### src/rtl/food_gen_if.sv
// Occupancy query bus between the food placer and the body-occupancy store.
// qReq is a one-cycle strobe with qX/qY valid alongside it; qOcc is the answer for that cell, presented in the following cycle.
interface food_gen_if;
    logic       qReq;
    logic [3:0] qX;
    logic [3:0] qY;
    logic       qOcc;

    modport master (output qReq, output qX, output qY, input qOcc);
    modport slave  (input qReq, input qX, input qY, output qOcc);
endinterface

### src/rtl/food_gen.sv
// Places food on a free cell of a 16x8 board: random LFSR candidates first, then a linear scan,
// and reports when the head eats the food or the board has no free cell.
module food_gen #(
    parameter logic [15:0] LFSR_SEED = 16'hACE1,
    parameter int          MAX_TRIES = 8
) (
    input  logic        clk,
    input  logic        reset,
    input  logic        start,
    input  logic [3:0]  headX,
    input  logic [3:0]  headY,
    input  logic        headValid,
    food_gen_if.master  q,
    output logic [3:0]  foodX,
    output logic [3:0]  foodY,
    output logic        foodValid,
    output logic        eaten,
    output logic        boardFull,
    output logic [2:0]  dbgState
);

    typedef enum logic [2:0] {
        IDLE   = 3'd0,
        REQ    = 3'd1,
        WAIT   = 3'd2,
        PLACED = 3'd3,
        FULL   = 3'd4
    } state_t;

    localparam logic [8:0] MAX_T9 = 9'(MAX_TRIES);

    state_t      state;
    state_t      nextState;
    logic [15:0] lfsr;
    logic [15:0] lfsrNext;
    logic [3:0]  candX;
    logic [2:0]  candY;
    logic [7:0]  tries;
    logic        scanMode;
    logic [6:0]  scanCnt;
    logic        reachMax;

    logic loadRand;
    logic stepCand;
    logic place;
    logic goFull;
    logic eatNow;
    logic clearSearch;

    assign lfsrNext = lfsr[0] ? ({1'b0, lfsr[15:1]} ^ 16'hB400) : {1'b0, lfsr[15:1]};
    assign reachMax = ({1'b0, tries} + 9'd1) >= MAX_T9;

    assign q.qReq   = (state == REQ);
    assign q.qX     = candX;
    assign q.qY     = {1'b0, candY};
    assign dbgState = state;

    always_ff @(posedge clk or negedge reset) begin
        if (!reset) state <= IDLE;
        else        state <= nextState;
    end

    // start overrides everything, including an eat in the same cycle
    always_comb begin
        nextState   = state;
        loadRand    = 1'b0;
        stepCand    = 1'b0;
        place       = 1'b0;
        goFull      = 1'b0;
        eatNow      = 1'b0;
        clearSearch = 1'b0;
        if (start) begin
            nextState   = REQ;
            loadRand    = 1'b1;
            clearSearch = 1'b1;
        end else begin
            case (state)
                IDLE: nextState = IDLE;
                REQ:  nextState = WAIT;
                WAIT: begin
                    if (!q.qOcc) begin
                        nextState = PLACED;
                        place     = 1'b1;
                    end else if (scanMode && scanCnt == 7'd127) begin
                        nextState = FULL;
                        goFull    = 1'b1;
                    end else begin
                        nextState = REQ;
                        stepCand  = 1'b1;
                    end
                end
                PLACED: begin
                    if (headValid && headX == foodX && headY == foodY) begin
                        nextState   = REQ;
                        eatNow      = 1'b1;
                        loadRand    = 1'b1;
                        clearSearch = 1'b1;
                    end
                end
                FULL:    nextState = FULL;
                default: nextState = IDLE;
            endcase
        end
    end

    always_ff @(posedge clk or negedge reset) begin
        if (!reset) begin
            lfsr      <= LFSR_SEED;
            candX     <= 4'd0;
            candY     <= 3'd0;
            tries     <= 8'd0;
            scanMode  <= 1'b0;
            scanCnt   <= 7'd0;
            foodX     <= 4'd0;
            foodY     <= 4'd0;
            foodValid <= 1'b0;
            eaten     <= 1'b0;
            boardFull <= 1'b0;
        end else begin
            lfsr  <= lfsrNext;
            eaten <= eatNow;

            if (clearSearch) begin
                tries     <= 8'd0;
                scanMode  <= 1'b0;
                scanCnt   <= 7'd0;
                foodValid <= 1'b0;
                boardFull <= 1'b0;
            end

            if (place) begin
                foodX     <= candX;
                foodY     <= {1'b0, candY};
                foodValid <= 1'b1;
            end

            if (goFull) begin
                boardFull <= 1'b1;
                foodValid <= 1'b0;
            end

            if (stepCand) begin
                if (scanMode) begin
                    scanCnt <= scanCnt + 7'd1;
                end else begin
                    tries <= tries + 8'd1;
                    if (reachMax) scanMode <= 1'b1;
                end
            end

            // Y:X as one 7-bit index makes "+1" wrap X into the next row and row 7 back to 0
            if (loadRand || (stepCand && !scanMode && !reachMax)) begin
                candX <= lfsr[3:0];
                candY <= lfsr[6:4];
            end else if (stepCand) begin
                {candY, candX} <= {candY, candX} + 7'd1;
            end
        end
    end

endmodule

### src/flat_wrapper.sv
// flat-port wrapper written by rule: the top's interface ports become plain ports
module food_gen_flat 
#(
    parameter logic [15:0] LFSR_SEED = 16'hACE1,
    parameter int          MAX_TRIES = 8
)
  (clk, reset, start, headX, headY, headValid, foodX, foodY, foodValid, eaten, boardFull, dbgState, q_qReq, q_qX, q_qY, q_qOcc);
  food_gen_if q_i ();
  input  logic clk;
  input  logic reset;
  input  logic start;
  input  logic [3:0] headX;
  input  logic [3:0] headY;
  input  logic headValid;
  output logic [3:0] foodX;
  output logic [3:0] foodY;
  output logic foodValid;
  output logic eaten;
  output logic boardFull;
  output logic [2:0] dbgState;
  output wire logic [$bits(q_i.qReq)-1:0] q_qReq;
  output wire logic [$bits(q_i.qX)-1:0] q_qX;
  output wire logic [$bits(q_i.qY)-1:0] q_qY;
  input wire logic [$bits(q_i.qOcc)-1:0] q_qOcc;
  assign q_qReq = q_i.qReq;
  assign q_qX = q_i.qX;
  assign q_qY = q_i.qY;
  assign q_i.qOcc = q_qOcc;
  food_gen #(.LFSR_SEED(LFSR_SEED), .MAX_TRIES(MAX_TRIES)) u_core (.clk(clk), .reset(reset), .start(start), .headX(headX), .headY(headY), .headValid(headValid), .q(q_i), .foodX(foodX), .foodY(foodY), .foodValid(foodValid), .eaten(eaten), .boardFull(boardFull), .dbgState(dbgState));
endmodule
### config.mk
export PLATFORM = sky130hd
export DESIGN_NAME = food_gen_flat
export DESIGN_NICKNAME = d
export VERILOG_FILES = /design/src/rtl/food_gen_if.sv /design/src/rtl/food_gen.sv /design/src/flat_wrapper.sv
export SDC_FILE = /design/constraint.sdc
export NUM_CORES = 1
export LEC_CHECK = 0
export CORE_UTILIZATION = 45
export DETAILED_ROUTE_END_ITERATION = 10
export PLACE_DENSITY = 0.7
export SETUP_SLACK_MARGIN = 0.02
export SYNTH_ARGS = -nofsm -noshare
export SYNTH_HDL_FRONTEND = slang
export SYNTH_SLANG_ARGS = --single-unit
### constraint.sdc
create_clock -name clk -period 2.27 [get_ports clk]
set_clock_uncertainty 0.05 [all_clocks]
set_input_delay 0.227 -clock clk [delete_from_list [all_inputs] [get_ports clk]]
set_output_delay 0.227 -clock clk [all_outputs]
set_load 0.02 [all_outputs]
== After elaboration in Yosys (flattened, before gate mapping) ==
Index checks and enable logic that the tools add are counted.

* Register bits after elaboration: 52
* Input port bits: 13
* Output and inout port bits: 23
* Logic and storage cells: 76

* Add/subtract/negate cells: 4
* Magnitude comparators: 1
* Eq/ne operators: 8
* Multiplexer cells: 39
* Bitwise logic cells: 1
* Reduce and logical (&&, ||, !) cells: 11

{| class="wikitable"
|+ Operators by type and width
! kind !! number
|-
| 8-bit two-way mux || 3
|-
| 1-bit two-way mux || 23
|-
| 7-bit two-way mux || 3
|-
| 3-bit two-way mux || 6
|-
| 16-bit two-way mux || 1
|-
| 7-bit by 1-bit adder with 7-bit output, second input constant || 2
|-
| 3-bit one-hot mux with 4 select lines || 1
|-
| 8-bit by 1-bit adder with 9-bit output, second input constant || 1
|-
| 9-bit by 4-bit greater-or-equal comparator with 1-bit output, second input constant || 1
|-
| 8-bit by 1-bit adder with 8-bit output, second input constant || 1
|-
| 4-bit two-way mux || 2
|-
| 7-bit equality test, second input constant || 1
|-
| 3-bit by 2-bit equality test with 1-bit output, second input constant || 2
|-
| 1-bit logical AND || 5
|-
| 4-bit by 3-bit equality test with 1-bit output || 1
|-
| 4-bit equality test || 1
|-
| 3-bit inverter with 4-bit output || 1
|-
| 2-bit nonzero test || 2
|-
| 3-bit by 1-bit equality test with 1-bit output, second input constant || 1
|-
| 3-bit equality test, second input constant || 1
|-
| 3-bit by 2-bit != test with 1-bit output, second input constant || 1
|-
| 3-bit nonzero test || 1
|-
| 1-bit logical NOT || 2
|-
| 1-bit logical OR || 1
|}

== Depth between registers and ports, before layout ==
Gate-level depths: netlist (run 1).

* Word-level depth: 10
* Gate-level depth with buffers: 6
* Mapped depth without buffers: 6

== Worst setup path after synthesis (run 1) ==
Ideal clock, no wire load.

* Path type: register to register
* From: register u_core.state[0], in the netlist u_core.dbgState[0]
* To: register u_core.candY[1]
* Setup time: 0.128 ns
* Arrival time: 2.013 ns
* Required time: 2.092 ns
* Slack: 0.080 ns
* Cell stages (with the launch flop): 7
* Path buffers: 1
* Period minus slack after synthesis: 2.190 ns
* Cell sequence: dfrtp_1 > or4b_4 > or2_0 > buf_6 > nor4_4 > xor2_1 > mux2_1

* Word-level cells in the longest chain between the ends: 7
* Elaborated cells between the ends (all ways): 11
* Classes of those cells: 2 x eq/ne; 5 x mux; 4 x reduce/logical

{| class="wikitable"
|+ Ends and longest elaborated chain
! element !! line !! RTL
|-
| start: declaration || food_gen.sv:32 || <nowiki>state_t state;</nowiki>
|-
| start signal: assignment || food_gen.sv:60 || <nowiki>else state <= nextState;</nowiki>
|-
| 3-bit by 2-bit equality test with 1-bit output || food_gen.sv:77 || <nowiki>case (state)</nowiki>
|-
| 1-bit two-way mux || food_gen.sv:77 ||
|-
| 1-bit two-way mux || food_gen.sv:72 || <nowiki>if (start) begin</nowiki>
|-
| 1-bit logical AND (2 in series) || food_gen.sv:152 || <nowiki>if (loadRand || (stepCand && !scanMode && !reachMax)) begin</nowiki>
|-
| 1-bit logical OR || food_gen.sv:152 ||
|-
| 3-bit two-way mux / 2-bit nonzero test (equally long branches) || -- ||
|-
| end signal: assignment || food_gen.sv:154 || <nowiki>candY <= lfsr[6:4];</nowiki>
|-
| end signal: assignment || food_gen.sv:156 || <nowiki>{candY, candX} <= {candY, candX} + 7'd1;</nowiki>
|-
| end: declaration || food_gen.sv:37 || <nowiki>logic [2:0] candY;</nowiki>
|}

Parallel ways exist; a longest one is shown, timed or not.
A chain may end at the register's enable or synchronous reset.

== Worst setup path in the final report (run 1) ==
* From: register u_core.state[2], in the netlist u_core.dbgState[2]
* To: register u_core.candY[1]

Same word-level chain as after synthesis.

==> results of run 1 <==
layout make-up:
type | instances | area (sq um)
Multi-Input combinational cell | 140 | 1000
Sequential cell | 52 | 1310
Clock inverter | 3 | 68.8
Inverter | 4 | 15.0
Fill cell | 432 | 1870
Clock buffer | 5 | 68.8
Timing Repair Buffer | 49 | 460
Tap cell | 67 | 83.8
cells in the mapped netlist (2+ instances only):
cell type	n
dfrtp_1	44
xor2_1	16
nand2_1	15
nand3_1	12
mux2_2	11
dfstp_2	8
and3_1	7
nor2_1	7
nor3_1	7
a21oi_1	6
o21ai_0	6
a211o_1	4
ha_1	4
inv_1	4
nand4_1	4
mux2i_1	3
nor4_1	3
a21o_1	2
a31oi_1	2
buf_4	2
clkbuf_1	2
mux2_1	2
nand4b_1	2
nor4_4	2
or4_1	2
final timing paths:
path                       slack (ns)                     endpoint
setup / recovery                 0.14  u_core.candY[1]$_DFFE_PN0P_
hold / removal                   0.31     u_core.lfsr[6]$_DFF_PN1_
setup reg to reg                 0.14  u_core.candY[1]$_DFFE_PN0P_
hold reg to reg                  0.31     u_core.lfsr[6]$_DFF_PN1_
max in group asynchronous        1.23   u_core.q.qX[1]$_DFFE_PN0P_
min in group asynchronous        0.41     u_core.lfsr[1]$_DFF_PN0_
cells by family (layout without fill, tap and decap cells):
group / Yosys count / count (layout) / synth area share, %
compound gates: 27 / 27 / 7.69
xor+xnor: 17 / 17 / 6.31
buf+inv: 9 / 61 / 2.07
mux: 16 / 16 / 7.48
fa+ha+maj: 4 / 4 / 2.12
flops: 52 / 52 / 55.6
other cells: 1 / 2 / 0.159
simple gates: 74 / 74 / 18.6
sequential cells by signal, indices dropped and copies added (netlist names):
name and cells:
u_core.scanMode 1, u_core.scanCnt 7, u_core.q.qX 4, u_core.candY 3, u_core.foodX 4, u_core.dbgState 3, u_core.eaten 1, u_core.foodY 3
u_core.tries 8, u_core.foodValid 1, u_core.lfsr 16, u_core.boardFull 1
routing by layer:
layer,GRT usage (%),vias to the layer above,part of all wire [%]
li1,-,822,-
met1,25.8,794,51
met4,6.29,0,1.4
met5,0,-,0
met2,27.3,32,44
met3,3.12,7,3.3
worst max-delay path: stages (launching register included):
cell and delay (ns):
dfrtp_1 0.43, or4b_4 0.52, or2_0 0.22, buf_4 0.17, nor4_4 0.27, xor2_1 0.09
mux2_1 0.28
what timing repair did:
action / 4_1_cts / 5_1_grt
hold buffers: 1 / 0
endpoints found under the setup margin: 0 / 0
hold endpoints to repair: 18 / 0
power groups by stage:
stage,clock [mW],sequential [mW],combinational (mW)
after detailed placement,0,0.968,0.156
after global routing,0.805,0.952,0.172
after floorplan,0,0.980,0.0527
final,0.743,0.950,0.155
after global placement,0,0.967,0.155
after CTS,0.762,0.950,0.158
per-stage QoR:
step	utilization, %	setup TNS [ns]	hold WS, ns
after floorplan	-	0	-0.119
after global placement	58.7	-0.563	0.215
after detailed placement	58.7	-0.644	0.214
after CTS	61.7	0	0.314
after global routing	61.7	0	0.320
final	61.7	0	0.312
==> results.md, run 1 <==
* Final total power at 1.85 mW
* Total CTS buffers at 5
* Placed instance area at between 2000 and 3000 sq um
* Overflow left after global routing at 0
* Clock Path Buffers at 2
* Post-DP HPWL at approximately 3300 um
* Leakage at 1.46 nW
* Floorplan core area at 4880 sq um
* FFs w/ async S/R, synth at 100%
* H-tree depth at 2
* Clock transition at path regs at 0.09 ns
* Commonest cells after routing, fill and taps aside: 44 x dfrtp_1, 32 x clkdlybuf4s50_1, 16 x xor2_1, 15 x nand2_1, 14 x buf_4
* Total power per unit cell area at 614 nW/um^2
* Worst EP arrival at approximately 2.3 ns
* GRT Util Overall at 17.9%
* Hold Crit Depth at 0
* Nets@finish at 269
* P&R area growth vs syn at 27.6%
* Antenna violations before repair at 0
* Setup WS pre-CTS at -0.138 ns
* CTS tree: done
* Sw Share at 21.2%
* Worst hold start: u_core.lfsr[7]$_DFF_PN1_
* Average size of a mapped cell at about 12 sq um
* Crit share post-route at around 94%
* Tmin final at 2.13 ns
* Critical path fanouts, max at 6
* Setup Buffers After CTS at 0
* Die ar. at 5540 sq um
* Clock sinks at 52
* CP required at 2.41 ns
* Setup violations, final at 0
* Starting Density at 48.4%
* Via Count at 1655
* Post-Syn Area at 2360 sq um
* RSZ-0062 raised after global routing: false
* Critical Path Source Type: register
* Number of synthesized register bits at 52
* Largest net degree at the start of global routing at 28
* Clk Latency, worst-skew pair at roughly 0.3 ns
* Max Fclk at ~470 MHz
* Diodes inserted at 0
* Power share of the combinational group at 8.4%
* Fin area at 3010 sq um
* Final Hold Violating Endpoints at 0
* Commonest non-fill, non-tap cell in the layout: dfrtp_1
* Ys Warns at 0
* Detail Route Antenna Nets at 0
* Post-CTS resize count at 0
* Port Buf Inserts at 33
* P_int at 1.46 mW
* Share of cells above drive strength 1 at about 20%
* DR vias/cell at 5.17
* Slew HR at 60.4%
* Root Driver: clkbuf_8
* RR Startpoint: u_core.dbgState[2]$_DFFE_PN0P_
* Die width at 74.4 um
* # IOs at 36
* Average wire per standard cell at approximately 14 um
* Main synth FF type: dfrtp_1
* Final setup margin at 0.140 ns
* Max Cap Viol at 0
* Core Rows at 25
* Post-synth top area share at 46.7%
* Yosys cell types at 48
* Post-Layout Cell Count at 320
* Routability cong. at between 0.7 and 0.8
* Cell count after synthesis at 200
* Worst setup EP type: register
* NetSw at between 0.3 and 0.4 mW
* Power share of the sequential group at 51.4%
* Synth top area cells: dfrtp_1 47%, dfstp_2 8.9%, xor2_1 5.9%
* Post-synth EDFFs at 0
* DR pass1 iterations at 4
* DRT iter0 DRCs at around 90
* Seq/Total Area, Yosys at 55.6%
* CP startpoint: u_core.dbgState[2]$_DFFE_PN0P_
* Final wirelength at 4410 um
* Vias in the first global route at 1584
* Cells after DPL at a little over 300
* Hold Path Class: register to register
* Worst Setup Path Type: register to register
* Clock share of power at 40.2%
* Worst reg2reg path depth at 6
* Slew Limit Fails at 0
* Status: completed
* Chip height at 74.4 um
* Worst VDD drop at 0.419 mV
* Yosys top cell by area: dfrtp_1
* Post-route DRC at 0
* Worst Tran Pin Value at 0.594 ns
* Global-route wire length before repair at 7530 um
(Power assumes the default switching activity.)
==> inputs of run 2 (changes only) <==
--- a/config.mk
+++ b/config.mk
@@ -8,7 +8,6 @@
 export CORE_UTILIZATION = 45
 export DETAILED_ROUTE_END_ITERATION = 10
 export PLACE_DENSITY = 0.7
-export SETUP_SLACK_MARGIN = 0.02
 export SYNTH_ARGS = -nofsm -noshare
 export SYNTH_HDL_FRONTEND = slang
 export SYNTH_SLANG_ARGS = --single-unit
==> results of run 2 <==
The final DEF is identical to that of run 1; final timing and power are the same.
